===== src/rtl/core_pkg.sv =====
// Shared types for the core memory arbitration path.
package core_pkg;

  typedef enum logic [1:0] {
    ARB_IDLE,
    ARB_BUSY,
    ARB_RESP
  } arb_state_t;

  localparam int ARB_FIXED = 0;
  localparam int ARB_RR    = 1;

endpackage


===== src/rtl/core_rr_picker.sv =====
// Combinational grant picker: fixed priority from index 0, or round robin
// starting at ptr. Yields a one-hot grant plus its index.
module core_rr_picker #(
  parameter int NUM_CH = 2,
  parameter int IW     = (NUM_CH > 1) ? $clog2(NUM_CH) : 1
) (
  input  logic [NUM_CH-1:0] req,
  input  logic [IW-1:0]     ptr,
  input  logic              rr_mode,
  output logic [NUM_CH-1:0] gnt,
  output logic [IW-1:0]     gnt_idx,
  output logic              any
);

  always_comb begin : pick
    int c;
    c       = 0;
    gnt     = '0;
    gnt_idx = '0;
    any     = 1'b0;
    for (int i = 0; i < NUM_CH; i++) begin
      c = rr_mode ? int'(ptr) + i : i;
      if (c >= NUM_CH) c = c - NUM_CH;
      if (!any && req[c]) begin
        any     = 1'b1;
        gnt_idx = IW'(c);
      end
    end
    if (any) gnt[gnt_idx] = 1'b1;
  end

endmodule


===== src/rtl/core_mem_arbiter.sv =====
// N-channel arbiter for the single core memory port: IDLE grants, BUSY holds
// the strobe until memory completes (or times out), RESP pulses the requester.
module core_mem_arbiter
  import core_pkg::*;
#(
  parameter int BITSIZE        = 32,
  parameter int NUM_CH         = 2,
  parameter int ARB_MODE       = 1,
  parameter int TIMEOUT_CYCLES = 0
) (
  input  logic                             clk,
  input  logic                             resetn_i,
  input  logic [NUM_CH-1:0]                req_read_i,
  input  logic [NUM_CH-1:0]                req_write_i,
  input  logic [NUM_CH-1:0][BITSIZE-1:0]   req_addr_i,
  input  logic [NUM_CH-1:0][BITSIZE-1:0]   req_wdata_i,
  input  logic [NUM_CH-1:0][BITSIZE/8-1:0] req_be_i,
  output logic [NUM_CH-1:0]                req_valid_o,
  output logic                             req_err_o,
  output logic [BITSIZE-1:0]               req_rdata_o,
  output logic [BITSIZE-1:0]               MEM_addr_o,
  output logic [BITSIZE-1:0]               MEM_data_o,
  output logic [BITSIZE/8-1:0]             MEM_be_o,
  output logic                             MEM_read_o,
  output logic                             MEM_write_o,
  input  logic [BITSIZE-1:0]               MEM_data_i,
  input  logic                             MEM_valid_i
);

  localparam int IW = (NUM_CH > 1) ? $clog2(NUM_CH) : 1;
  localparam int BW = BITSIZE / 8;
  localparam int TW = (TIMEOUT_CYCLES > 0) ? $clog2(TIMEOUT_CYCLES + 1) : 1;

  arb_state_t          state_q, state_d;
  logic [NUM_CH-1:0]   req_any, gnt_oh, gnt_oh_q;
  logic [IW-1:0]       gnt_idx, ptr_q;
  logic                gnt_any, wr_q, err_q, abort;
  logic [BITSIZE-1:0]  addr_q, wdata_q, rdata_q;
  logic [BW-1:0]       be_q;
  logic [TW-1:0]       tcnt_q;

  assign req_any = req_read_i | req_write_i;

  core_rr_picker #(.NUM_CH(NUM_CH), .IW(IW)) u_pick (
    .req     (req_any),
    .ptr     (ptr_q),
    .rr_mode (ARB_MODE == ARB_RR),
    .gnt     (gnt_oh),
    .gnt_idx (gnt_idx),
    .any     (gnt_any)
  );

  // Abort fires on the last allowed BUSY cycle; a same-cycle MEM_valid_i takes precedence.
  assign abort = (TIMEOUT_CYCLES > 0) && (int'(tcnt_q) == TIMEOUT_CYCLES - 1);

  always_ff @(posedge clk or negedge resetn_i) begin
    if (!resetn_i) state_q <= ARB_IDLE;
    else           state_q <= state_d;
  end

  always_comb begin
    state_d     = state_q;
    MEM_read_o  = 1'b0;
    MEM_write_o = 1'b0;
    req_valid_o = '0;
    req_err_o   = 1'b0;
    case (state_q)
      ARB_IDLE: if (gnt_any) state_d = ARB_BUSY;
      ARB_BUSY: begin
        MEM_read_o  = !wr_q;
        MEM_write_o = wr_q;
        if (MEM_valid_i || abort) state_d = ARB_RESP;
      end
      ARB_RESP: begin
        req_valid_o = gnt_oh_q;
        req_err_o   = err_q;
        state_d     = ARB_IDLE;
      end
      default: state_d = ARB_IDLE;
    endcase
  end

  always_ff @(posedge clk or negedge resetn_i) begin
    if (!resetn_i) begin
      gnt_oh_q <= '0;
      ptr_q    <= '0;
      wr_q     <= 1'b0;
      err_q    <= 1'b0;
      addr_q   <= '0;
      wdata_q  <= '0;
      be_q     <= '0;
      rdata_q  <= '0;
      tcnt_q   <= '0;
    end else if (state_q == ARB_IDLE && gnt_any) begin
      gnt_oh_q <= gnt_oh;
      ptr_q    <= (int'(gnt_idx) == NUM_CH - 1) ? IW'(0) : gnt_idx + IW'(1);
      wr_q     <= req_write_i[gnt_idx];
      addr_q   <= req_addr_i[gnt_idx];
      wdata_q  <= req_wdata_i[gnt_idx];
      be_q     <= req_be_i[gnt_idx];
      tcnt_q   <= '0;
    end else if (state_q == ARB_BUSY) begin
      if (MEM_valid_i) begin
        rdata_q <= wr_q ? '0 : MEM_data_i;
        err_q   <= 1'b0;
      end else if (abort) begin
        rdata_q <= '0;
        err_q   <= 1'b1;
        tcnt_q  <= TW'(TIMEOUT_CYCLES);
      end else begin
        tcnt_q  <= tcnt_q + TW'(1);
      end
    end
  end

  assign req_rdata_o = rdata_q;
  assign MEM_addr_o  = addr_q;
  assign MEM_data_o  = wdata_q;
  assign MEM_be_o    = be_q;

endmodule


===== config.mk =====
export PLATFORM = sky130hd
export DESIGN_NAME = core_mem_arbiter
export DESIGN_NICKNAME = d
export VERILOG_FILES = /design/src/rtl/core_pkg.sv /design/src/rtl/core_rr_picker.sv /design/src/rtl/core_mem_arbiter.sv
export SDC_FILE = /design/constraint.sdc
export NUM_CORES = 1
export LEC_CHECK = 0
export CAP_MARGIN = 40
export CORE_MARGIN = 8
export CORE_UTILIZATION = 25
export CTS_CLUSTER_SIZE = 30
export DETAILED_ROUTE_END_ITERATION = 10
export PLACE_DENSITY = 0.58
export SYNTH_ARGS = -nofsm -noshare
export SYNTH_HDL_FRONTEND = slang
export SYNTH_HIERARCHICAL = 1
export SYNTH_SLANG_ARGS = --single-unit

===== constraint.sdc =====
create_clock -name clk -period 1.8 [get_ports clk]
set_clock_uncertainty 0.1 [all_clocks]
set_input_delay 0.18 -clock clk [delete_from_list [all_inputs] [get_ports clk]]
set_output_delay 0.18 -clock clk [all_outputs]
set_load 0.02 [all_outputs]

==> results.py <==
metrics = {
    "sta": {
        "worstMarginPinSlew_ps": 590.9,
        "setup_slack_ps": -57.83,
        "whs_ps": 259.3,
        "hold_viol": 0,
        "finalSetupViolations": 55,
        "finalCriticalPeriod_ps": 1858,
        "tns_ps": -1462,
        "rsz0062_at_grt": "yes",
        "fin_crit_sh_pct": 103.2,
        "slew-limit-headroom_pct": 60.60,
        "fmax_mhz": 538.3,
        "finalMaxSlewViolations": 0,
    },
    "pwr": {
        "ir_drop_mv": 0.7780,
        "leakagePower_uw": 0.003893,
        "powerDensity_nw_per_um2": 1514,
        "combPwrFrac_pct": 54.5,
        "sw_frac_of_total_pct": 35.31,
        "sequentialPowerShare_pct": 30.4,
        "pwr-share-clk_pct": 15.1,
        "intPower_uw": 8937,
        "switchingPower_uw": 4879,
    },
    "global_routing": {
        "grtUsageMet1_pct": 15.66,
        "top_usage_layer": "met2",
        "overflow": 0,
        "grt.met3_usage_pct": 4.657,
        "grtUsageTotal_pct": 13.08,
        "gr-usage-met2_pct": 21.89,
        "grt_pass1_wl_um": 26910,
        "antenna_found_initial": 0,
        "grt_pass1_vias": 4482,
        "grt_max_degree": 107,
    },
    "setup_path": {
        "cp_max_fo": 7,
        "cp_data_required_time_ps": 1930,
        "cp.depth": 8,
        "r2r-end": "MEM_addr_o[24]$_DFFE_PN0P_",
        "arrival_ps": 1990,
        "regToRegSetupSlack_ps": -40,
        "endpoint_kind": "flip-flop",
        "cp_common_cell": "mux2_4",
        "cp_cell_sequence": "clkdlybuf4s50_1 -> or2_4 -> a21boi_4 -> buf_6 -> buf_8 -> buf_12 -> mux2_4 -> mux2_4",
        "critPathKind": "input pin to flip-flop",
        "slowest_delay_ps": 410,
        "cp-start-kind": "input pin",
        "cpMaxStageDelayCell": "clkdlybuf4s50_1",
        "rr_startpoint": "ptr_q$_DFFE_PN0P_",
        "critPathBufInv": 4,
        "ff2ff_path_depth": 7,
        "cp_top_family": "buffers and inverters",
    },
    "synthesis": {
        "synth_area_per_cell_um2": 15.00,
        "synth_seq_cells": 106,
        "yosysWarnings": 6,
        "synthCells": 354,
        "synth_area_leaders": "dfrtp_1 (50%), mux2_2 (30%), mux2_4 (8.2%), buf_6 (3.4%), nor2b_1 (2.4%)",
        "syn_area_um2": 5310,
        "synth_edf_count": 0,
        "synth.distinct_cells": 21,
        "yosys.area.top_type_share_pct": 49.95,
        "ys_seq_area_share_pct": 49.95,
        "async_flop_share_pct": 100.0,
        "yosysTopAreaCell": "dfrtp_1",
        "synth-main-ff-cell": "dfrtp_1",
        "yosys-top-cells-count": "mux2_2 (143), dfrtp_1 (106), mux2_4 (29)",
        "synthMostInstantiatedCell": "mux2_2",
    },
    "detailed_routing": {
        "wl_per_cell_um": 19.26,
        "antenna_left": 0,
        "wl_um": 17880,
        "drc": 0,
        "drtIter0Drc": 104,
        "first_pass_iters": 4,
        "viasPerCell": 4.280,
        "num_vias": 3972,
    },
    "outcome": {
        "outcome": "complete, but fails checks",
        "failed_checks": "negative setup slack",
    },
    "cells_and_area": {
        "layout-drive-gt1-share_pct": 34.15,
        "finalNonFillerCells": 928,
        "insertedDiodeCount": 0,
        "finish.utilization_pct": 43.55,
        "fin_nets": 823,
        "synthToLayoutAreaGrowth_pct": 71.84,
    },
    "placed_design": {
        "place_hpwl_um": 12450,
        "placed_cells": 898,
        "portBuffers": 278,
        "gp_congestion": 0.7595,
    },
    "die": {
        "die_y_um": 161.7,
        "initial_utilization_pct": 25.34,
        "core-area_um2": 20960,
        "die_w_um": 161.7,
        "io_pins": 280,
        "dieArea_um2": 26160,
        "placementRows": 53,
    },
    "cts": {
        "worst_skew_pair.late_latency_ps": 340,
        "htree_levels": 3,
        "cts_made_buffers": 9,
        "clock_sinks": 106,
        "clk_pin_slew_ps": 70,
        "cts_tree": "done",
        "cts_buffer_depth": 2,
        "ctsRootBufferMaster": "clkbuf_16",
    },
    "worst_hold_path": {
        "worstHoldStart": "req_write_i[0]",
        "hold_depth": 3,
        "hold_end": "wr_q$_DFFE_PN0P_",
        "hold_path.class": "input pin to flip-flop",
    },
    "flow_run": {
        "maxCapViolations": 0,
    },
}
-- layer usage --
layer / vias to the layer above / routed length [µm]
met5: - / 0
met4: 0 / 228
met3: 13 / 1466
met2: 164 / 8719
met1: 1972 / 7460
li1: 1823 / -
-- per-stage QoR --
stage	setup slack (ps)	total power (µW)	instance area (µm²)
floorplan	77.73	7866	5314
global placement	-519.2	11120	8369
detailed placement	-544.4	11220	8369
CTS	-83.95	13920	9065
global route	-118.2	14580	9125
finish	-57.83	13820	9125
-- power groups by stage --
stage,sequential (µW),clock [µW],combinational [µW]
after floorplan,5520,0,2350
after global placement,4170,0,6950
after detailed placement,4200,0,7020
after CTS,4210,2170,7550
after global routing,4370,2280,7930
final,4200,2080,7530
-- sequential cells by signal, summed over array words and instances, names as in the netlist --
name,cells
MEM_addr_o,32
MEM_data_o,32
req_rdata_o,32
MEM_be_o,4
gnt_oh_q,2
state_q,2
ptr_q,1
wr_q,1
-- worst max-delay path by stage --
stage | slack, ps | from | endpoint
floorplan | 80 | req_write_i[0] | MEM_addr_o[4]$_DFFE_PN0P_
global placement | -520 | req_write_i[0] | MEM_addr_o[15]$_DFFE_PN0P_
detailed placement | -540 | req_write_i[0] | MEM_data_o[4]$_DFFE_PN0P_
CTS | -80 | ptr_q$_DFFE_PN0P_ | MEM_data_o[2]$_DFFE_PN0P_
global route | -120 | ptr_q$_DFFE_PN0P_ | MEM_addr_o[24]$_DFFE_PN0P_
finish | -60 | req_write_i[1] | MEM_addr_o[24]$_DFFE_PN0P_
-- worst register-to-register path, stage by stage, from the launching register on --
cell      delay [ps]
dfrtp_1          360
nand2_2           90
a21boi_4         190
buf_6            130
buf_8            120
buf_12           150
mux2_4           320
mux2_4           260
-- cell usage in the layout (no fill, tap or decap), types with 2 or more instances in the layout --
cell type          n
or2_4              2
buf_12             6
dlygate4sd2_1      5
inv_1              2
inv_8              2
buf_6              3
clkbuf_16         10
nor2b_1           20
mux2_4            85
conb_1             3
clkdlybuf4s50_1  271
dfrtp_1          106
buf_16             4
buf_4             13
and2b_1           12
mux2_2            87
clkinvlp_4         3
and3b_1            3
-- layout make-up --
type | count | area [µm²]
Clock buffer | 9 | 225.2
Clock inverter | 7 | 83.83
Fill cell | 1968 | 11830
Inverter | 2 | 7.507
Multi-Input combinational cell | 223 | 2634
Sequential cell | 106 | 2653
Tap cell | 275 | 344.1
Timing Repair Buffer | 306 | 3178
-- what timing repair did --
item	4_1_cts	5_1_grt
endpoints found under the setup margin	75	70
buffers inserted	7	2
hold buffers	1	0
resized for setup	69	10
hold endpoints to repair	106	0
cloned	4	1
pin swaps	0	2
-- logic make-up after synthesis --
| logic type | after synthesis | share of synthesized area [%] |
|---|---|---|
| other cells | 2 | 0.1414 |
| mux | 173 | 38.71 |
| flops | 106 | 49.95 |
| buf+inv | 26 | 5.160 |
| compound gates | 4 | 0.5420 |
| simple gates | 43 | 5.490 |
Note: power is estimated with default switching activity, not from simulation.
